===== src/rtl/pwm_multi_channel.sv =====
// ---------------------------------------------------------------------------
// pwm_multi_channel
//
// Multi-channel PWM generator driven by one shared period counter.
// Edge-aligned (mode 0) or center-aligned (mode 1) operation, with duty
// adjustment through debounced inc/dec buttons that target the channel on
// ch_sel. Duty changes and mode changes are staged and only take effect at a
// period boundary, so a period in progress is never disturbed.
//
// Ports:
//   clk           system clock
//   rst           asynchronous active-high reset
//   btn_inc       raw increase button (asynchronous to nothing, just bouncy)
//   btn_dec       raw decrease button
//   ch_sel        channel addressed by button events
//   mode          0 = edge-aligned, 1 = center-aligned (latched at boundary)
//   pwm_out       registered PWM outputs, one per channel
//   duty_o        pending duty of the channel on ch_sel, 0 if out of range
//   period_start  one-cycle pulse aligned with the first pwm_out cycle of
//                 each period
// ---------------------------------------------------------------------------

// ---------------------------------------------------------------------------
// pwm_channel
//
// Per-channel state: pending duty (button target), active duty (used by the
// comparator) and the registered PWM output bit.
//
// Ports:
//   clk, rst   clock / asynchronous active-high reset
//   inc, dec   single-cycle button events already qualified by channel select
//   boundary   last cycle of the current period; copies pending -> active
//   cnt        shared period counter
//   pending    staged duty value
//   pwm        registered output, high while cnt < active
// ---------------------------------------------------------------------------
module pwm_channel #(
    parameter int CNT_W      = 4,
    parameter int PERIOD     = 10,
    parameter int DUTY_RESET = 5,
    parameter int STEP       = 1
) (
    input  logic             clk,
    input  logic             rst,
    input  logic             inc,
    input  logic             dec,
    input  logic             boundary,
    input  logic [CNT_W-1:0] cnt,
    output logic [CNT_W-1:0] pending,
    output logic             pwm
);

    // Saturation arithmetic is done one bit wider than the duty so that the
    // overflow past PERIOD and the underflow below 0 are both visible.
    localparam logic [CNT_W:0]   PER_X  = (CNT_W+1)'(PERIOD);
    localparam logic [CNT_W:0]   STEP_X = (CNT_W+1)'(STEP);
    localparam logic [CNT_W-1:0] PER_N  = CNT_W'(PERIOD);
    localparam logic [CNT_W-1:0] RST_N  = CNT_W'(DUTY_RESET);

    logic [CNT_W-1:0] active;
    logic [CNT_W:0]   sum;
    logic [CNT_W:0]   diff;
    logic [CNT_W-1:0] inc_val;
    logic [CNT_W-1:0] dec_val;

    always_comb begin
        sum     = {1'b0, pending} + STEP_X;
        diff    = {1'b0, pending} - STEP_X;
        inc_val = (sum > PER_X) ? PER_N : sum[CNT_W-1:0];
        dec_val = ({1'b0, pending} < STEP_X) ? '0 : diff[CNT_W-1:0];
    end

    // Simultaneous inc and dec cancel out.
    always_ff @(posedge clk or posedge rst) begin
        if (rst) begin
            pending <= RST_N;
        end else if (inc && !dec) begin
            pending <= inc_val;
        end else if (dec && !inc) begin
            pending <= dec_val;
        end
    end

    // The active duty only moves at the boundary, so the comparator sees a
    // stable value for the whole period.
    always_ff @(posedge clk or posedge rst) begin
        if (rst) begin
            active <= RST_N;
        end else if (boundary) begin
            active <= pending;
        end
    end

    // active == PERIOD keeps cnt < active true for every count, giving a
    // constant high across the wrap; active == 0 gives a constant low.
    always_ff @(posedge clk or posedge rst) begin
        if (rst) begin
            pwm <= 1'b0;
        end else begin
            pwm <= (cnt < active);
        end
    end

endmodule

module pwm_multi_channel #(
    parameter int NUM_CH       = 4,
    parameter int CNT_W        = 4,
    parameter int PERIOD       = 10,
    parameter int DUTY_RESET   = 5,
    parameter int STEP         = 1,
    parameter int DEBOUNCE_DIV = 2,
    parameter int SEL_W        = 3
) (
    input  logic              clk,
    input  logic              rst,
    input  logic              btn_inc,
    input  logic              btn_dec,
    input  logic [SEL_W-1:0]  ch_sel,
    input  logic              mode,
    output logic [NUM_CH-1:0] pwm_out,
    output logic [CNT_W-1:0]  duty_o,
    output logic              period_start
);

    localparam int TICK_W = (DEBOUNCE_DIV > 1) ? $clog2(DEBOUNCE_DIV) : 1;
    localparam logic [TICK_W-1:0] TICK_LAST = TICK_W'(DEBOUNCE_DIV - 1);
    localparam logic [CNT_W-1:0]  CNT_LAST  = CNT_W'(PERIOD - 1);

    // ------------------------------------------------------------------
    // Debounce sample tick
    // ------------------------------------------------------------------
    logic [TICK_W-1:0] tick_cnt;
    logic              tick;

    // With DEBOUNCE_DIV == 1 the counter sits at 0 and tick is always 1.
    assign tick = (tick_cnt == TICK_LAST);

    always_ff @(posedge clk or posedge rst) begin
        if (rst) begin
            tick_cnt <= '0;
        end else if (tick) begin
            tick_cnt <= '0;
        end else begin
            tick_cnt <= tick_cnt + 1'b1;
        end
    end

    // ------------------------------------------------------------------
    // Button debounce / edge detect
    // ------------------------------------------------------------------
    // s1 samples the raw pin, s2 holds the previous sample. A rising edge
    // between two tick samples yields exactly one event, however long the
    // button stays down.
    logic inc_s1, inc_s2, dec_s1, dec_s2;
    logic ev_inc, ev_dec;

    always_ff @(posedge clk or posedge rst) begin
        if (rst) begin
            inc_s1 <= 1'b0;
            inc_s2 <= 1'b0;
            dec_s1 <= 1'b0;
            dec_s2 <= 1'b0;
        end else if (tick) begin
            inc_s1 <= btn_inc;
            inc_s2 <= inc_s1;
            dec_s1 <= btn_dec;
            dec_s2 <= dec_s1;
        end
    end

    assign ev_inc = inc_s1 & ~inc_s2 & tick;
    assign ev_dec = dec_s1 & ~dec_s2 & tick;

    // ------------------------------------------------------------------
    // Shared period counter
    // ------------------------------------------------------------------
    logic [CNT_W-1:0] cnt;
    logic             dir_down;
    logic             mode_q;
    logic             boundary;

    // Edge mode ends a period at the top count; center mode ends it at the
    // bottom of the down ramp.
    assign boundary = mode_q ? (dir_down && (cnt == '0)) : (cnt == CNT_LAST);

    // Center mode: the top count is repeated by flipping direction without
    // moving, and the bottom count is repeated by the boundary restart at 0,
    // so each endpoint is held for two cycles and the period is 2*PERIOD.
    always_ff @(posedge clk or posedge rst) begin
        if (rst) begin
            cnt      <= '0;
            dir_down <= 1'b0;
            mode_q   <= 1'b0;
        end else if (boundary) begin
            cnt      <= '0;
            dir_down <= 1'b0;
            mode_q   <= mode;
        end else if (!mode_q) begin
            cnt      <= cnt + 1'b1;
        end else if (!dir_down) begin
            if (cnt == CNT_LAST) begin
                dir_down <= 1'b1;
            end else begin
                cnt <= cnt + 1'b1;
            end
        end else begin
            cnt <= cnt - 1'b1;
        end
    end

    // Registered like pwm_out so the pulse lines up with the output cycle
    // produced from count 0 on the up ramp.
    always_ff @(posedge clk or posedge rst) begin
        if (rst) begin
            period_start <= 1'b0;
        end else begin
            period_start <= (cnt == '0) && !dir_down;
        end
    end

    // ------------------------------------------------------------------
    // Channels
    // ------------------------------------------------------------------
    logic [NUM_CH-1:0][CNT_W-1:0] pending;

    for (genvar i = 0; i < NUM_CH; i++) begin : g_ch
        logic sel;
        assign sel = (ch_sel == SEL_W'(i));

        pwm_channel #(
            .CNT_W      (CNT_W),
            .PERIOD     (PERIOD),
            .DUTY_RESET (DUTY_RESET),
            .STEP       (STEP)
        ) u_ch (
            .clk      (clk),
            .rst      (rst),
            .inc      (ev_inc & sel),
            .dec      (ev_dec & sel),
            .boundary (boundary),
            .cnt      (cnt),
            .pending  (pending[i]),
            .pwm      (pwm_out[i])
        );
    end

    // An out-of-range ch_sel matches no channel, so events are dropped and
    // duty_o reads 0.
    always_comb begin
        duty_o = '0;
        for (int i = 0; i < NUM_CH; i++) begin
            if (ch_sel == SEL_W'(i)) begin
                duty_o = pending[i];
            end
        end
    end

endmodule


===== config.mk =====
export PLATFORM = sky130hd
export DESIGN_NAME = pwm_multi_channel
export DESIGN_NICKNAME = d
export VERILOG_FILES = /design/src/rtl/pwm_multi_channel.sv
export SDC_FILE = /design/constraint.sdc
export NUM_CORES = 1
export LEC_CHECK = 0
export ABC_CLOCK_PERIOD_IN_PS = 2300
export CORE_UTILIZATION = 57
export DETAILED_ROUTE_END_ITERATION = 8
export PLACE_DENSITY_LB_ADDON = 0.08
export SKIP_CTS_REPAIR_TIMING = 1
export SYNTH_ARGS = -nofsm -noshare
export SYNTH_HDL_FRONTEND = slang
export SYNTH_SLANG_ARGS = --single-unit

===== constraint.sdc =====
create_clock -name clk -period 2.3 [get_ports clk]
set_input_delay 0.23 -clock clk [delete_from_list [all_inputs] [get_ports clk]]
set_output_delay 0.23 -clock clk [all_outputs]
set_load 0.005 [all_outputs]

# After elaboration in Yosys (flattened, before gate mapping)

Index checks and enable logic that the tools add are counted.

Memories kept: 0
Logic and storage cells: 119
Register bits: 48
Output and inout port bits: 9
Bits in writable memories: 0
Latch bits: 0
Bits in read-only memories: 0

Equality and inequality tests: 5
Reductions and logical operators: 26
Add/sub/neg operators: 11
Order comparisons: 12
Mux-type cells: 30
Div/mod/pow operators: 0
Bitwise operators: 14
Multipliers: 0
Shift operators: 0

Operator list:

| cell                                                                  | count |
|---|---|
| 4-bit two-way mux                                                     | 24 |
| 4-bit by 1-bit adder with 5-bit output (second input constant)        | 4 |
| 5-bit by 4-bit > comparator with 1-bit output (second input constant) | 4 |
| 4-bit by 1-bit subtractor with 4-bit output (second input constant)   | 5 |
| 4-bit by 1-bit < comparator with 1-bit output (second input constant) | 4 |
| 4-bit < comparator                                                    | 4 |
| 1-bit AND                                                             | 12 |
| 1-bit logical AND                                                     | 10 |
| 2-bit nonzero test                                                    | 5 |
| 1-bit zero test                                                       | 9 |
| 3-bit by 2-bit == test with 1-bit output (second input constant)      | 2 |
| 1-bit two-way mux                                                     | 6 |
| 4-bit by 1-bit adder with 4-bit output (second input constant)        | 1 |
| 4-bit == test (second input constant)                                 | 1 |
| 4-bit zero test                                                       | 1 |
| 4-bit != test (second input constant)                                 | 1 |
| 3-bit by 1-bit == test with 1-bit output (second input constant)      | 1 |
| 3-bit zero test                                                       | 1 |
| 1-bit NOT                                                             | 2 |
| 1-bit adder (second input constant)                                   | 1 |

# Logic depth before layout (Yosys ltp)

Gate-level depths: netlist (run 1).

Word-level depth: 8
Depth in mapped cells: 9
Depth with buffers taken out: 8

# Hierarchy

From an unflattened synthesis (run 1), not the netlist that was laid out.

Cells, all modules: 369
Area total of the unflattened synthesis: 3394.5 um2

Modules (own cells, without submodules):

| module            | area an instance (um2) | cells each | instances |
|---|---|---|---|
| pwm_channel       | 626.9                  | 71         | 4 |
| pwm_multi_channel | 887.1                  | 85         | 1 |

# Worst setup path after synthesis (run 1)

Ideal clock, no wire load.

Kind: register to register
Start point: register tick_cnt (netlist: tick)
End point: register g_ch[2].u_ch.pending[1]
Setup time: 130 ps
Path buffers: 1
Path slack: 378 ps
Data required time: 2170 ps
Arrival: 1793 ps
Stages on the path, launching flop included: 8
Cell sequence: dfrtp_1 > inv_1 > nor4b_2 > nand3b_1 > ha_1 > clkbuf_1 > a211o_1 > a2bb2oi_1

Longest elaborated chain between the ends: 5
Elaborated cells on any way between the ends: 10
Classes of those cells: mux (1); bitwise (4); reduce/logical (5)

Ends and longest elaborated chain:

| item                                                           | RTL line | text |
|---|---|---|
| from (decl)                                                    | 133      | `logic [TICK_W-1:0] tick_cnt;` |
| from (signal assigned)                                         | 145      | `tick_cnt <= tick_cnt + 1'b1;` |
| 1-bit AND, on equally long branches                            | 173, 172 |  |
| 1-bit AND, on equally long branches                            | 240, 239 |  |
| 1-bit zero test, on equally long branches                      | 77, 79   |  |
| 1-bit logical AND, on equally long branches                    | 77, 79   |  |
| 4-bit two-way mux / 2-bit nonzero test (equally long branches) | --       |  |
| to (signal assigned)                                           | 78       | `pending <= inc_val;` |
| to (signal assigned)                                           | 80       | `pending <= dec_val;` |
| to (decl)                                                      | 49       | `output logic [CNT_W-1:0] pending,` |

Several ways; a longest one is shown, not always the timed one.
A chain may end at the register's enable or synchronous reset.

# Final worst setup path (run 1)

Start point: input ch_sel[1]
End point: output duty_o[1]

Longest elaborated chain between the ends: 5
Elaborated cells on any way between the ends: 8
Classes of those cells: eq/ne (3); mux (4); reduce/logical (1)

Ends and longest elaborated chain:

| item                            | RTL line | text |
|---|---|---|
| from (decl)                     | 119      | `input logic [SEL_W-1:0] ch_sel,` |
| 3-bit zero test                 | 253      | `if (ch_sel == SEL_W'(i)) begin` |
| 4-bit two-way mux (3 in series) | 253      |  |
| 4-bit two-way mux *             | 253      |  |
| to (decl)                       | 122      | `output logic [CNT_W-1:0] duty_o,` |

Mark *: on every way between the ends. The rest lies on a longest branch, timed or not.

==> results.md, run 1 <==
Timing:
- The clock skew after layout is 0.00423 ns.
- Setup violations remaining at the end of the flow were counted as 0.
- At the pin with the least slew margin, the transition time is 0.566 ns.
- The number of hold violations in the final report is 0.
- The clock period could shrink to 2.21 ns.
- The peak clock frequency supported by timing is 452 MHz.
- Summed over all failing endpoints, the final setup total negative slack is 0 ns.
- Setup repair after global routing left no endpoint under its margin.
- The count of pins over their slew limit is 0.
- In the finished design, the share of the clock period the worst path needs comes to 96.1%.
- The worst pin sits at a relative slew slack of 62.2%.

Logic synthesis:
- Yosys attributes the largest share of cell area to sky130_fd_sc_hd__dfrtp_1, sky130_fd_sc_hd__dfstp_2, sky130_fd_sc_hd__ha_1.
- After synthesis the cells add up to 3300 µm².
- The portion of synthesized cell area occupied by the leading cell type is 24.2%.
- The number of enable flip-flop cells after synthesis is 0.
- The cell type contributing the most total cell area after synthesis is sky130_fd_sc_hd__dfrtp_1.
- The proportion of register bits with asynchronous set or reset after synthesis is 100%.
- The distinct cell type count of the synthesized netlist is 45.
- By count the netlist is led by sky130_fd_sc_hd__o21ai_0, sky130_fd_sc_hd__dfrtp_1, sky130_fd_sc_hd__ha_1, sky130_fd_sc_hd__nand2_1, sky130_fd_sc_hd__inv_1.
- The total nets after synthesis is 400.
- Sequential cells were found to cover 37.0% of the synthesized design area.
- The number of warning messages in the yosys log is 0.
- The most used flip-flop cell after synthesis is sky130_fd_sc_hd__dfrtp_1.
- The dominant cell by count in the synthesized netlist is sky130_fd_sc_hd__o21ai_0.
- Averaged over all synthesized cells, the footprint is 9.18 µm².
- The synthesized flop and latch total is 48.
- In the synthesized netlist, the number of instances is 360.

Setup path:
- Of all nets on the critical path, the largest fanout is 12.
- In this design, the critical path's most frequently occurring cell is sky130_fd_sc_hd__clkdlybuf4s50_1.
- Among cell families on the critical path, the largest total delay comes from buffers and inverters.
- In this run the critical register-to-register path is launched from tick.
- The critical path data required time is 2.07 ns.
- The arrival time reported for the critical path endpoint is 1.98 ns.
- The setup check on the worst reg-to-reg path leaves a slack of 0.24 ns.
- The critical path class is in2out.
- The critical path goes through clkdlybuf4s50_1 -> buf_4 -> mux4_2 -> nor2b_1 -> clkdlybuf4s50_1.
- Among all stages on the critical path, the largest delay is contributed by sky130_fd_sc_hd__mux4_2.
- The number of cells traversed by the worst register-to-register path is 6.
- The worst register-to-register path ends at g_ch[0].u_ch.pending[0].
- On the worst path, the slowest cell contributes a delay of 0.52 ns.
- The buffering stage count on the worst path with inverters included is 3.
- The critical path starts at ch_sel[1].
- The worst setup path is captured at an output port.
- The type of origin of the critical path is an input pin.

Drt:
- The total detailed-routing wirelength is 6310 µm.
- Dividing the detail-routed via count by the number of cells gives 5.66.
- In the routed design, unresolved DRC markers number 0.
- Detailed routing inserted a total of 2511 vias.
- The number of DRC markers after the initial detailed-route iteration is 94.
- The count of nets left with antenna violations once routing finished came out at 0.
- The pre-antenna-repair detailed-routing pass consisted of 4 iterations.
- In the final routed layout, each cell accounts on average for 14.2 µm.

Layout:
- Cells with a size suffix above 1 make up 16.1% of the layout.
- The area overhead of the layout relative to synthesis is 9.92%.
- For this run, the share of the core covered by cells in the final layout is 65.5%.
- The count of nets after finishing is 411.
- The number of antenna diodes in the final layout is 0.

Run:
- Across the run, the number of max-cap violations was 0.

Floorplanning:
- After floorplanning, the core was sized to cover 5540 µm².
- Measured along the x axis, the die boundary spans 78.1 µm.
- The effective utilization at floorplan is 59.6%.
- The die is 78.1 µm tall.
- During I/O placement, the number of pins put on the boundary was 17.
- Row generation in the floorplan step produced 27 rows.
- The overall die area is 6100 µm².

Global route:
- Across every metal layer, demand over resource in global routing totals 23.0%.
- Summed over all layers, the global routing overflow is 0.
- The wire length of the first global-routing pass is 11100 µm.
- The maximum number of pins on one net before global-route repair is 33.
- The via count of the first global-routing pass is 2331.
- The number of antenna violations at the first check in global routing is 0.

Clocking:
- The H-tree level count is 2.
- The later pin in the worst-skew pair is clocked with a latency of 0.30 ns.
- The clock buffer count from CTS is 5.
- The clock tree buffer depth is 2.
- Counting every sink on the clock net gives 48.
- CTS placed an instance of sky130_fd_sc_hd__clkbuf_8 at the clock tree root.
- The clock transition at the register clock pins on the worst setup and hold paths after CTS is 0.09 ns.
- TritonCTS built the clock tree.

Power:
- Internal power comes to 2.39 mW.
- The sequential share of power is 40.0%.
- Dividing total power by cell area gives a power density of 1100 nW/µm².
- Net switching is 39.9% of the power.
- In this run the power spent charging and discharging nets is 1.59 mW.
- The leakage component of the power is 1.50 nW.
- IR analysis of the VDD net gives a maximum drop of 0.558 mV.
- The share of total power dissipated in combinational logic is 46.8%.
- The clock network burns 13.3% of the power.

Placement:
- At the end of routability-driven placement, the weighted congestion stood at 0.870.
- The HPWL after detailed placement is 4540 µm.
- The number of port buffers is 16.

Worst hold path:
- The type of the worst min-delay path is in2async.

Run status:
- The flow ran to the end, and the final reports show no timing, DRC or antenna violations.
==> state kept, by name (all words and copies together), names as in the netlist <==
| name | count |
|---|---|
| inc_s2 | 1 |
| inc_s1 | 1 |
| g_ch.u_ch.active | 16 |
| cnt | 4 |
| tick | 1 |
| dec_s2 | 1 |
| g_ch.u_ch.pending | 16 |
| dir_down | 1 |
| dec_s1 | 1 |
| period_start | 1 |
| mode_q | 1 |
| g_ch.u_ch.pwm | 4 |
==> per-stage QoR <==
step                      instances  cell area, µm²  setup WS (ns)  hold WS [ns]  total power [mW]
after floorplan                 360            3300          0.378         0.378              2.95
after global placement          436            3540         0.0793         0.489              3.40
after detailed placement        436            3540         0.0529         0.499              3.47
after CTS                       444            3630         0.0895         0.300              4.01
after global routing            444            3630         0.0102         0.339              4.36
final                           444            3630         0.0892         0.297              3.98
==> power by group through the flow <==
stage	clock network (mW)	logic, mW	registers (mW)
2_1_floorplan	0	1.52	1.43
6_report	0.527	1.86	1.59
5_1_grt	0.574	2.14	1.65
4_1_cts	0.548	1.87	1.59
3_3_place_gp	0	1.80	1.60
3_5_place_dp	0	1.86	1.61
==> cell usage in the layout (no fill, tap or decap), types with 4 or more instances in the layout <==
cell type | Yosys | layout
sky130_fd_sc_hd__buf_4 | 5 | 13
sky130_fd_sc_hd__nor3_1 | 8 | 8
sky130_fd_sc_hd__o21ai_0 | 34 | 34
sky130_fd_sc_hd__a211o_1 | 4 | 4
sky130_fd_sc_hd__or3_1 | 4 | 4
sky130_fd_sc_hd__mux4_2 | 4 | 4
sky130_fd_sc_hd__nand2b_1 | 8 | 8
sky130_fd_sc_hd__nor2b_1 | 6 | 6
sky130_fd_sc_hd__nand2_1 | 32 | 32
sky130_fd_sc_hd__clkbuf_8 | 0 | 6
sky130_fd_sc_hd__ha_1 | 32 | 32
sky130_fd_sc_hd__a21boi_0 | 5 | 5
sky130_fd_sc_hd__nor2_1 | 27 | 27
sky130_fd_sc_hd__mux2_2 | 8 | 8
sky130_fd_sc_hd__a31o_2 | 5 | 5
sky130_fd_sc_hd__o2bb2ai_1 | 4 | 4
sky130_fd_sc_hd__dfrtp_1 | 32 | 32
sky130_fd_sc_hd__nor3b_1 | 5 | 5
sky130_fd_sc_hd__clkdlybuf4s50_1 | 0 | 16
sky130_fd_sc_hd__dfstp_2 | 16 | 16
sky130_fd_sc_hd__inv_1 | 30 | 29
sky130_fd_sc_hd__nand3_1 | 6 | 6
sky130_fd_sc_hd__nand3b_1 | 16 | 16
sky130_fd_sc_hd__a21oi_1 | 13 | 13
sky130_fd_sc_hd__o211ai_1 | 4 | 4
==> routing by layer <==
layer | vias to the layer above | GRT usage (%) | routed length [µm]
li1 | 1265 | - | -
met1 | 1207 | 30.8 | 3050
met2 | 31 | 37.6 | 3010
met3 | 8 | 4.65 | 182
met4 | 0 | 6.85 | 71
met5 | - | 0 | 0
==> cell type report <==
cell class                 instances  area [µm²]
tap                               72        90.1
sequential                        48        1220
timing repair buffer              30         278
inverter                          30         113
fill                             473        1910
clock inverter                     1        7.51
clock buffer                       7        86.3
multi-input combinational        256        1840
==> how the worst max path moves through the flow <==
stage,end,slack [ns],depth (start not counted)
final,duty_o[1],0.09,5
after global routing,g_ch[0].u_ch.pending[0],0.01,6
after CTS,duty_o[1],0.09,5
after detailed placement,g_ch[0].u_ch.pending[0],0.05,7
after global placement,duty_o[1],0.08,5
after floorplan,g_ch[2].u_ch.pending[1],0.38,7
==> cell families (layout without fill, tap and decap cells) <==
logic type	count (synthesis)	after routing	share of synthesized area (%)
buf+inv	56	68	7.46
flops	48	48	37.0
mux	14	14	6.06
fa+ha+maj	32	32	12.1
compound gates	85	85	16.6
simple gates	120	120	19.5
xor+xnor	5	5	1.33
(Power assumes the default switching activity.)
==> run 2: changes to the inputs <==
Settings changed: CORE_MARGIN from default to 1.5.
==> run 2 against run 1 <==
Compared with the run above: final cell count down 0.68%; clock-buffer cell count down 1; critical path depth unchanged; sequential cell count unchanged; worst hold slack better by 0.11 ns; largest power group unchanged; clock power is 13% higher; sequential share of layout area grew 0.058 points; design area fell by 0.17%.
==> results.md, run 2 (synthesized netlist as in run 1, its figures left out) <==
Clocking:
- The clock reaches the later pin of the worst-skew pair after 0.30 ns.
- The clock tree buffer depth is 2.
- After clock tree synthesis, the clock-pin slew on the worst setup and hold paths is 0.08 ns.
- The number of clock buffers added by TritonCTS is 5.
- The tree is rooted in a sky130_fd_sc_hd__clkbuf_8.
- The H-tree level count is 2.
- The number of sinks driven by the clock tree is 48.
- TritonCTS built the clock tree.

Timing:
- The number of hold violations in the final report is 0.
- Setup repair after global routing left no endpoint under its margin.
- The worst hold margin is 0.407 ns.
- The final critical delay including setup and external delays is 2.22 ns.
- After layout, the worst path uses 96.4% of the clock period.
- The clock skew after layout is 0.00852 ns.
- The final total negative setup slack is 0 ns.
- The slew at the pin with the worst max-slew slack is 0.635 ns.
- Setup violations remaining at the end of the flow were counted as 0.
- The count of pins over their slew limit was 0.
- The remaining max-slew budget at the tightest pin is 57.7%.
- The peak clock frequency supported by timing is 451 MHz.

Floorplanning:
- 17 I/O pins were placed.
- Measured along the y axis, the die boundary spans 79.1 µm.
- The row count is 27.
- The die boundary width is 79.1 µm.
- For this configuration, the core starts out at a cell density of 59.6%.
- The area inside the core boundary is 5540 µm².
- The overall die area is 6260 µm².

Setup path:
- The signal on the critical path passes through clkdlybuf4s50_1 -> buf_4 -> mux4_2 -> nor2b_1 -> clkdlybuf4s50_1.
- The type of origin of the critical path is an input pin.
- The arrival time reported for the critical path endpoint is 1.99 ns.
- The buffering stage count on the worst path with inverters included is 3.
- The kind of end point of the critical path is an output port.
- For the worst setup path, the data required time is 2.07 ns.
- For this design, the slowest cell found on the critical path is sky130_fd_sc_hd__mux4_2.
- By instance count, the cell type seen most on the critical path is sky130_fd_sc_hd__clkdlybuf4s50_1.
- The critical path class is in2out.
- In this run the worst path has a maximum fanout of 12.
- The cell type group with the largest total delay on the critical path is buffers and inverters.
- The maximum single-stage delay on the critical path is 0.53 ns.

Global route:
- The remaining global-route overflow is 0.
- The wire length of the first global-routing pass is 11200 µm.
- The number of antenna violations at the first check in global routing is 0.
- For this run, the total global-route usage over all layers was measured as 22.6%.
- The via count of the first global-routing pass was 2420.
- The maximum number of pins on one net before global-route repair is 49.

Layout:
- The antenna diode instance count is 0.
- The area overhead of the layout relative to synthesis is 9.73%.
- The filler cells instantiated in the layout total 461.
- The share of post-route cells with drive strength above 1 is 15.4%.
- The largest registers in the layout are g_ch.u_ch.active x16, g_ch.u_ch.pending x16.
- The most common cell after layout, fill and taps aside is sky130_fd_sc_hd__o21ai_0.
- The count of nets after finishing is 409.
- In the layout the commonest cells are sky130_fd_sc_hd__o21ai_0, sky130_fd_sc_hd__nand2_1, sky130_fd_sc_hd__ha_1, sky130_fd_sc_hd__dfrtp_1, sky130_fd_sc_hd__inv_1.

Placement:
- The wire-length estimate of the detail-placed layout is 4530 µm.
- The congestion estimate from routability-driven global placement came to 0.841.
- Buffers placed on the I/O ports in this run total 16.

Drt:
- The detailed router finished its first iteration with 138 violations.
- The post-route antenna net violation count is 0.
- For this run, design rule violations remaining after detail routing come to 0.
- Across all layers, the routed design uses 2568 vias.
- The total iterations of the first detailed-routing run is 4.
- The total detailed-routing wirelength is 6530 µm.
- Dividing the detail-routed wire length by the instance count gives 14.8 µm.
- The mean number of vias per cell is 5.82.

Power:
- The leakage component of the power is 1.50 nW.
- After layout, the design draws a total of 4.04 mW.
- Across the VDD grid, the largest voltage drop is 0.553 mV.
- The total power per unit cell area is 1120 nW/µm².

Run:
- The count of max-cap constraint violations is 0.

Worst hold path:
- In this run the worst hold path is classified as in2async.

Run status:
- The flow ran to the end, and the final reports show no timing, DRC or antenna violations.
run 2: layer usage:
metal / track usage [%] / part of all wire, % / vias to the layer above
met5: 0 / 0 / -
met4: 8.42 / 1.8 / 0
met3: 3.22 / 2.6 / 12
met2: 37.4 / 48 / 38
met1: 30.1 / 47 / 1260
li1: - / - / 1258
run 2: path summary, 6_finish.rpt:
check / slack, ns / end / from / cells past startpoint
setup reg to reg: 0.21 / g_ch[3].u_ch.pending[3] / tick / 9
hold / removal: 0.41 / g_ch[0].u_ch.pending[1] / rst / 3
max in group asynchronous: 1.46 / g_ch[1].u_ch.pending[1] / rst / 3
min in group clk: 0.52 / g_ch[3].u_ch.active[2] / g_ch[3].u_ch.active[2] / 2
hold reg to reg: 0.52 / g_ch[3].u_ch.active[2] / g_ch[3].u_ch.active[2] / 2
setup / recovery: 0.08 / duty_o[1] / ch_sel[1] / 5
run 2: worst reg2reg max path, stage by stage (launching register included):
cell	delay [ns]
sky130_fd_sc_hd__dfrtp_1	0.46
sky130_fd_sc_hd__inv_1	0.10
sky130_fd_sc_hd__nor4b_2	0.43
sky130_fd_sc_hd__nand3_1	0.14
sky130_fd_sc_hd__ha_1	0.26
sky130_fd_sc_hd__buf_4	0.17
sky130_fd_sc_hd__nor2_1	0.13
sky130_fd_sc_hd__nand3b_1	0.10
sky130_fd_sc_hd__a21o_1	0.19
sky130_fd_sc_hd__nand2_1	0.05
run 2: stage by stage:
stage / util (%) / setup WS [ns] / std cells / instance area [µm²]
3_3_place_gp: 63.6 / 0.0668 / 434 / 3520
5_1_grt: 65.4 / 0.0162 / 441 / 3620
2_1_floorplan: - / 0.378 / 360 / 3300
3_5_place_dp: 63.6 / 0.0201 / 434 / 3520
4_1_cts: 65.4 / 0.0669 / 441 / 3620
6_report: 65.4 / 0.0820 / 441 / 3620
run 2: power by group:
part / switching [mW] / internal (mW) / leakage, nW
registers: 0.389 / 1.21 / 0.553
clock network: 0.278 / 0.319 / 0.0513
logic: 0.914 / 0.939 / 0.893
run 2: area by class of cell:
class                           count  area (µm²)  area share, %
Multi-Input combinational cell    256        1840           50.6
Sequential cell                    48        1220           33.7
Timing Repair Buffer               28         263           7.25
Inverter                           30         113           3.11
Tap cell                           72        90.1           2.49
Clock buffer                        6        72.6           2.00
Clock inverter                      1        30.0          0.828
==> run 3: changes to the inputs <==
Settings changed: ABC_CLOCK_PERIOD_IN_PS 2300 to default, CELL_PAD_IN_SITES_DETAIL_PLACEMENT from default to 1, CELL_PAD_IN_SITES_GLOBAL_PLACEMENT from default to 2, CORE_UTILIZATION 57 to 39, SYNTH_HIERARCHICAL from default to 1.
==> run 3 against run 2 <==
Compared with the run above: power is 17% higher; design area rose by 7.0%; synthesized cell count grew 2.5%; clock skew fell by 0.0010 ns; setup slack got worse by 0.018 ns; sequential power increased by 8%; final cell count increased by 13%; critical path depth stayed put.
==> results.md, run 3 <==
Run status:
- The flow ran to the end, and the final reports show no timing, DRC or antenna violations.

Timing:
- Setup violations remaining at the end of the flow were counted as 0.
- The portion of the clock cycle consumed by the worst path in the final layout is 97.2%.
- Across all hold checks on the routed design, the worst slack comes to 0.343 ns.
- Headroom to the max-slew limit came out at 63.4%.
- Setup repair after global routing left no endpoint under its margin.
- The number of hold violations in the final report was 0.
- For the pin with the worst max-slew slack, the measured transition is 0.549 ns.
- The count of pins over their slew limit came to 0.
- The final critical delay including setup and external delays is 2.24 ns.
- Based on the critical path, the design can be clocked at up to 447 MHz.
- For the final database, setup skew stands at 0.00749 ns.

Clocking:
- The clock transition at the register clock pins on the worst setup and hold paths after CTS is 0.10 ns.
- The number of sinks driven by the clock tree is 48.
- In this run the number of H-tree levels came out at 2.
- The clock tree from TritonCTS is built.
- The root buffer cell is sky130_fd_sc_hd__clkbuf_8.
- Counting along the longest clock path gives a buffer depth of 2.
- The later pin in the worst-skew pair is clocked with a latency of 0.31 ns.
- TritonCTS created 5 clock buffers.

Setup path:
- The type of origin of the critical path is an input pin.
- The largest fanout on the critical path is 10.
- Data arrives at the worst endpoint at 2.01 ns.
- The critical path class is in2out.
- The worst setup path is captured at an output port.
- The critical path data required time is 2.07 ns.

Logic synthesis:
- The post-synthesis average cell area is 9.20 µm².
- The portion of synthesized cell area occupied by the leading cell type is 23.6%.
- The number of enable flip-flop cells after synthesis is 0.
- Counting every instance in the synthesized netlist gives 369.
- The proportion of register bits with asynchronous set or reset after synthesis is 100%.
- After synthesis, the netlist uses 47 different library cells.
- Counting instances in the post-synthesis netlist gives the leading cell types as sky130_fd_sc_hd__inv_1, sky130_fd_sc_hd__nand2_1, sky130_fd_sc_hd__dfrtp_1, sky130_fd_sc_hd__ha_1, sky130_fd_sc_hd__o21ai_0.
- The cell type contributing the most total cell area after synthesis is sky130_fd_sc_hd__dfrtp_1.
- After synthesis the cells add up to 3390 µm².
- By area the synthesized netlist is led by sky130_fd_sc_hd__dfrtp_1, sky130_fd_sc_hd__dfstp_2, sky130_fd_sc_hd__ha_1.
- The total nets after synthesis is 409.
- The most frequently used flop master after synthesis is sky130_fd_sc_hd__dfrtp_1.
- The synthesized flop and latch total is 48.
- Sequential elements use 36.0% of the synthesized area.
- For this run, the number of Yosys warnings is 6.

Layout:
- The post-route cell area is 3880 µm².
- The largest registers in the layout are g_ch.u_ch/active x16, g_ch.u_ch/pending x16.
- In the layout the commonest cells are sky130_fd_sc_hd__inv_1, sky130_fd_sc_hd__nand2_1, sky130_fd_sc_hd__ha_1, sky130_fd_sc_hd__dfrtp_1, sky130_fd_sc_hd__o21ai_0.
- Of the cells placed in the final design, the portion with a size suffix greater than 1 is 17.0%.
- Compared with the post-synthesis result, the final layout area differs by 14.2%.
- The repair_antennas step left the layout with diodes totalling 0.
- The count of nets after finishing is 433.

Drt:
- The detailed router placed 2742 vias in this run.
- The routed wire length per instance is 16.9 µm.
- The number of remaining DRC errors is 0.
- The total iterations of the first detailed-routing run is 4.
- The first routing iteration left 91 violations.
- The mean number of vias per cell is 5.49.
- The post-route antenna net violation count is 0.
- Wires add up to 8450 µm.

Placement:
- The half-perimeter wire length after detailed placement is 6240 µm.
- The placed instances occupy a cell area of 3750 µm².
- The number of port buffers is 16.
- The routability congestion estimate is 0.795.

Global route:
- For this run, the total global-route usage over all layers was measured as 19.9%.
- The first global-routing pass estimated 14000 µm of wire.
- The via count of the first global-routing pass is 2792.
- The total overflow left after global routing is 0.
- The maximum number of pins on one net before global-route repair is 31.
- The number of antenna violations at the first check in global routing is 0.

Worst hold path:
- The type of the worst min-delay path is in2async.

Power:
- Summing internal, switching and leakage power gives 4.72 mW.
- The worst-case IR drop observed on VDD is 0.604 mV.
- The total power per unit cell area is 1220 nW/µm².
- Summed over all cells, the static leakage comes to 1.69 nW.

Floorplanning:
- The overall die area is 9270 µm².
- During I/O placement, the number of pins put on the boundary was 17.
- The core region is 8340 µm².
- The die is 96.3 µm tall.
- The die boundary width is 96.3 µm.
- The floorplan has 33 rows.
- The effective utilization at floorplan is 40.7%.

Run:
- The count of max-cap constraint violations is 0.
[run 3: cell count changes after synthesis, sizes merged, moves of 6 or more]
cell,change
nor2b,+14
buf,-10
nand3b,-10
inv,+8
nor2,-7
a21o,+6
nand2,+6
nor4,+6
o21ai,-6
[run 3: final timing paths]
| kind | start | endpoint | slack (ns) | cells after the start |
|---|---|---|---|---|
| worst max-delay path | ch_sel[0] | duty_o[1] | 0.06 | 5 |
| worst min-delay path | rst | g_ch[0].u_ch/pwm | 0.34 | 2 |
| worst max register to register | tick | g_ch[2].u_ch/pending[1] | 0.26 | 7 |
| worst min register to register | g_ch[1].u_ch/active[2] | g_ch[1].u_ch/active[2] | 0.51 | 2 |
| max in group asynchronous | rst | cnt[3] | 1.56 | 2 |
| min in group clk | mode | mode_q | 0.48 | 3 |
[run 3: metal layers]
layer / vias up / GRT usage [%] / part of all wire (%)
li1: 1339 / - / -
met1: 1372 / 27.0 / 50
met2: 25 / 33.5 / 47
met3: 6 / 2.84 / 2.0
met4: 0 / 4.35 / 0.80
met5: - / 0 / 0
[run 3: through the flow]
| stage | utilization [%] | setup TNS (ns) | setup slack (ns) | instances |
|---|---|---|---|---|
| finish | 46.5 | 0 | 0.0639 | 499 |
| global route | 46.5 | 0 | 0.00431 | 499 |
| CTS | 46.3 | -0.000285 | -0.000285 | 499 |
| detailed placement | 45.0 | -0.0560 | -0.0350 | 491 |
| global placement | 45.0 | 0 | 0.0317 | 491 |
| floorplan | - | 0 | 0.279 | 369 |
[run 3: final cells by class]
type / count / area [µm²]
Timing Repair Buffer: 36 / 329
Clock inverter: 3 / 42.5
Multi-Input combinational cell: 264 / 1940
Clock buffer: 5 / 68.8
Tap cell: 105 / 131
Fill cell: 972 / 4460
Sequential cell: 48 / 1220
Inverter: 38 / 143
[run 3: worst max-delay path: stages]
cell and delay, ns:
sky130_fd_sc_hd__clkdlybuf4s50_1 0.49, sky130_fd_sc_hd__buf_6 0.15, sky130_fd_sc_hd__mux4_1 0.54, sky130_fd_sc_hd__nor2b_1 0.14, sky130_fd_sc_hd__clkdlybuf4s50_1 0.45
[run 3: where the power goes]
part	internal (mW)	switching (mW)	leakage (nW)	total [mW]
clock	0.322	0.310	0.0541	0.632
sequential	1.26	0.450	0.552	1.71
combinational	1.20	1.18	1.08	2.38
total	2.78	1.94	1.69	4.72
[run 3: cells by family after synthesis]
kind of cell | Yosys count | synth area share [%]
AO/OA/AOI/OAI | 90 | 18.5
AND/OR/NAND/NOR | 127 | 20.2
buffers and inverters | 57 | 7.00
adder cells (fa/ha/maj) | 32 | 11.8
flip-flops | 48 | 36.0
multiplexers | 15 | 6.49
==> edit, RTL diff (settings of run 2) <==
`CNT_W` is set to 4 in 2 places; all go to 6.
--- a/src/rtl/pwm_multi_channel.sv
+++ b/src/rtl/pwm_multi_channel.sv
@@ -35,7 +35,7 @@
 //   pwm        registered output, high while cnt < active
 // ---------------------------------------------------------------------------
 module pwm_channel #(
-    parameter int CNT_W      = 4,
+    parameter int CNT_W      = 6,
     parameter int PERIOD     = 10,
     parameter int DUTY_RESET = 5,
     parameter int STEP       = 1
@@ -105,7 +105,7 @@
 
 module pwm_multi_channel #(
     parameter int NUM_CH       = 4,
-    parameter int CNT_W        = 4,
+    parameter int CNT_W        = 6,
     parameter int PERIOD       = 10,
     parameter int DUTY_RESET   = 5,
     parameter int STEP         = 1,
Ports: changed (resized duty_o); port bits go from 17 to 19. The function was not compared with the original's and may differ.
==> edit against run 2 <==
- the run now ends with negative setup slack left
- sequential share of layout area fell by 2.6 points
- via count up 45%
- sequential cell count is 18 higher
- non-clock buffer count increased by 36
- area after synthesis is 37% higher
- worst setup slack worse by 92 ps
- power is 38% higher
- combinational power grew 44%
- routed wire length rose by 54%
- die area up 36%
- final area grew 48%
- highest routed layer unchanged
==> edit: results (changes against run 2) <==
| Metric | Value |
|---|---|
| Outcome | finished with violations (was finished, final reports clean) |
| Failing checks | negative setup slack |
| Filler cell count | 578 (was 461) |
| Registers with the most flip-flops | g_ch.u_ch.active x24, g_ch.u_ch.pending x24, cnt x6 (was g_ch.u_ch.active x16, g_ch.u_ch.pending x16) |
| CP max-delay cell | or4b_4 (was mux4_2) |
| Vias in the first global route | 3639 (was 2420) |
| Placed insts | 608 (was 434) |
| Async S/R FF share, synth | 100.0% (unchanged) |
| Initial antenna violation count | 0 (unchanged) |
| Layout Nets | 567 (was 409) |
| CTS buffer count | 9 (was 5) |
| Total GRT Usage | 25.33% (was 22.62%) |
| DP HPWL | 7128 um (was 4535 um) |
| Leakage | 2.403 nW (was 1.497 nW) |
| CTS max path bufs | 2 (unchanged) |
| Share of layout cells above drive strength 1 | 22.10% (was 15.45%) |
| VDD IR-drop max | 0.0004554 V (was 0.0005527 V) |
| Fin cells | 627 (was 441) |
| Syn. warnings | 0 (unchanged) |
| Slew Limit Fails | 0 (unchanged) |
| Hold_ws | 96.85 ps (was 406.6 ps) |
| Synth cell types | 61 (was 45) |
| Largest net degree at the start of global routing | 59 (was 49) |
| Register area share after synthesis | 36.87% (was 36.97%) |
| Crit-path max cell delay | 550 ps (was 530 ps) |
| Worst Hold Class | in2async (unchanged) |
| R2R cell count | 9 (unchanged) |
| Synth Net Count | 524 (was 400) |
| Worst clock skew | 11.63 ps (was 8.523 ps) |
| Via Count | 3734 (was 2568) |
| Latest clock arrival within the worst-skew pair | 350 ps (was 300 ps) |
| Initial DRC Count | 155 (was 138) |
| Initial DRT Pass Iterations | 7 (was 4) |
| Cell family with most CP delay | simple AND/OR/NAND/NOR gates (was buffers and inverters) |
| ANT cells | 0 (unchanged) |
| # port buffers | 18 (was 16) |
| Dominant synthesized flop cell | dfrtp_1 (unchanged) |
| Clk root buf | clkbuf_8 (unchanged) |
| Final Wtd Congestion | 0.8531 (was 0.8409) |
| Top cells by count, synth | dfrtp_1 (50), inv_1 (41), ha_1 (39), nor2_1 (31), a21oi_1 (26) (was o21ai_0 (34), dfrtp_1 (32), ha_1 (32), nand2_1 (32), inv_1 (30)) |
| RR Startpoint | inc_s2 (was tick) |
| Syn Area/Cell | 9.506 um2 (was 9.175 um2) |
| Global-route wire length before repair | 17040 um (was 11180 um) |
| Routed WL | 10060 um (was 6532 um) |
| H-tree depth reported by CTS | 3 (was 2) |
| Setup ws final | -10.17 ps (was 81.98 ps) |
| Final setup violation count | 1 (was 0) |
| GRT Residual Overflow | 0 (unchanged) |
| Worst R2R End | g_ch[0].u_ch.pending[3] (was g_ch[3].u_ch.pending[3]) |
| Synth top area cells | dfrtp_1 (28%), ha_1 (11%), dfstp_2 (9.3%) (was dfrtp_1 (24%), dfstp_2 (13%), ha_1 (12%)) |
| Dpl ws | -388.1 ps (was 20.12 ps) |
| Clk slew on worst S/H paths | 90 ps |
| Worst Path Max Fanout | 10 (was 12) |
| Worst-margin pin slew | 408.5 ps (was 634.9 ps) |
==> edit: cell types whose count changed after synthesis, moves of 11 or more <==
cell and change:
o21ai_0 -22, clkbuf_1 +18, dfrtp_1 +18, mux2_1 +15, o21ai_1 +14, a21oi_1 +13, buf_2 -12, inv_1 +11
mux2i_1 +11, nand2_1 -11, nand3b_1 -11
==> edit: cell families (layout without fill, tap and decap cells) <==
group | after synthesis | in the layout | share of synthesized area [%]
mux | 42 | 42 | 11.56
fa+ha+maj | 39 | 39 | 10.76
xor+xnor | 7 | 7 | 1.352
buf+inv | 77 | 125 | 6.760
flops | 66 | 66 | 36.87
compound gates | 118 | 118 | 17.52
simple gates | 128 | 128 | 15.18
==> edit: layout make-up <==
type / count / area, um2 / area share (%)
inverter: 45 / 168.9 / 3.138
sequential: 66 / 1672 / 31.06
tap: 102 / 127.6 / 2.371
timing repair buffer: 64 / 566.8 / 10.53
clock inverter: 7 / 53.80 / 0.9995
clock buffer: 9 / 123.9 / 2.301
multi-input combinational: 334 / 2670 / 49.60
==> edit: report_power, final <==
part	total, mW	leakage, nW	internal (mW)	switching [mW]
clock	0.904	0.0822	0.398	0.507
sequential	2.01	0.738	1.61	0.409
combinational	2.66	1.58	1.32	1.34
==> edit: worst max-delay path by stage <==
stage	from	cells past startpoint	endpoint	slack, ps
6_report	inc_s2	9	g_ch[0].u_ch.pending[3]	-10
3_3_place_gp	ch_sel[2]	9	g_ch[0].u_ch.pending[3]	-320
4_1_cts	tick	8	g_ch[0].u_ch.pending[3]	-60
3_5_place_dp	ch_sel[2]	8	g_ch[0].u_ch.pending[3]	-390
5_1_grt	inc_s2	9	g_ch[0].u_ch.pending[3]	-90
2_1_floorplan	tick	8	g_ch[1].u_ch.pending[1]	-0.5
==> edit: per-layer routing <==
metal | share of wire, % | routed length [um] | up-vias | track usage, %
li1 | - | - | 1807 | -
met1 | 47 | 4714 | 1822 | 33.14
met2 | 47 | 4761 | 83 | 41.73
met3 | 3.4 | 338 | 22 | 3.483
met4 | 2.4 | 243 | 0 | 11.41
met5 | 0 | 0 | - | 0
==> edit: worst reg2reg max path, delay by kind of cell (launching register included) <==
kind / cells / cell delay (ps)
flops: 1 / 390
simple gates: 3 / 1000
xor+xnor: 1 / 180
buf+inv: 1 / 140
fa+ha+maj: 1 / 240
compound gates: 3 / 260
==> edit: metrics by stage <==
step	util, %	cell area, um2	TNS [ps]
finish	69.66	5383	-10.17
floorplan	-	4546	-0.5840
detailed placement	65.66	5074	-4768
global route	69.66	5383	-115.1
global placement	65.66	5074	-3439
CTS	67.96	5251	-57.98
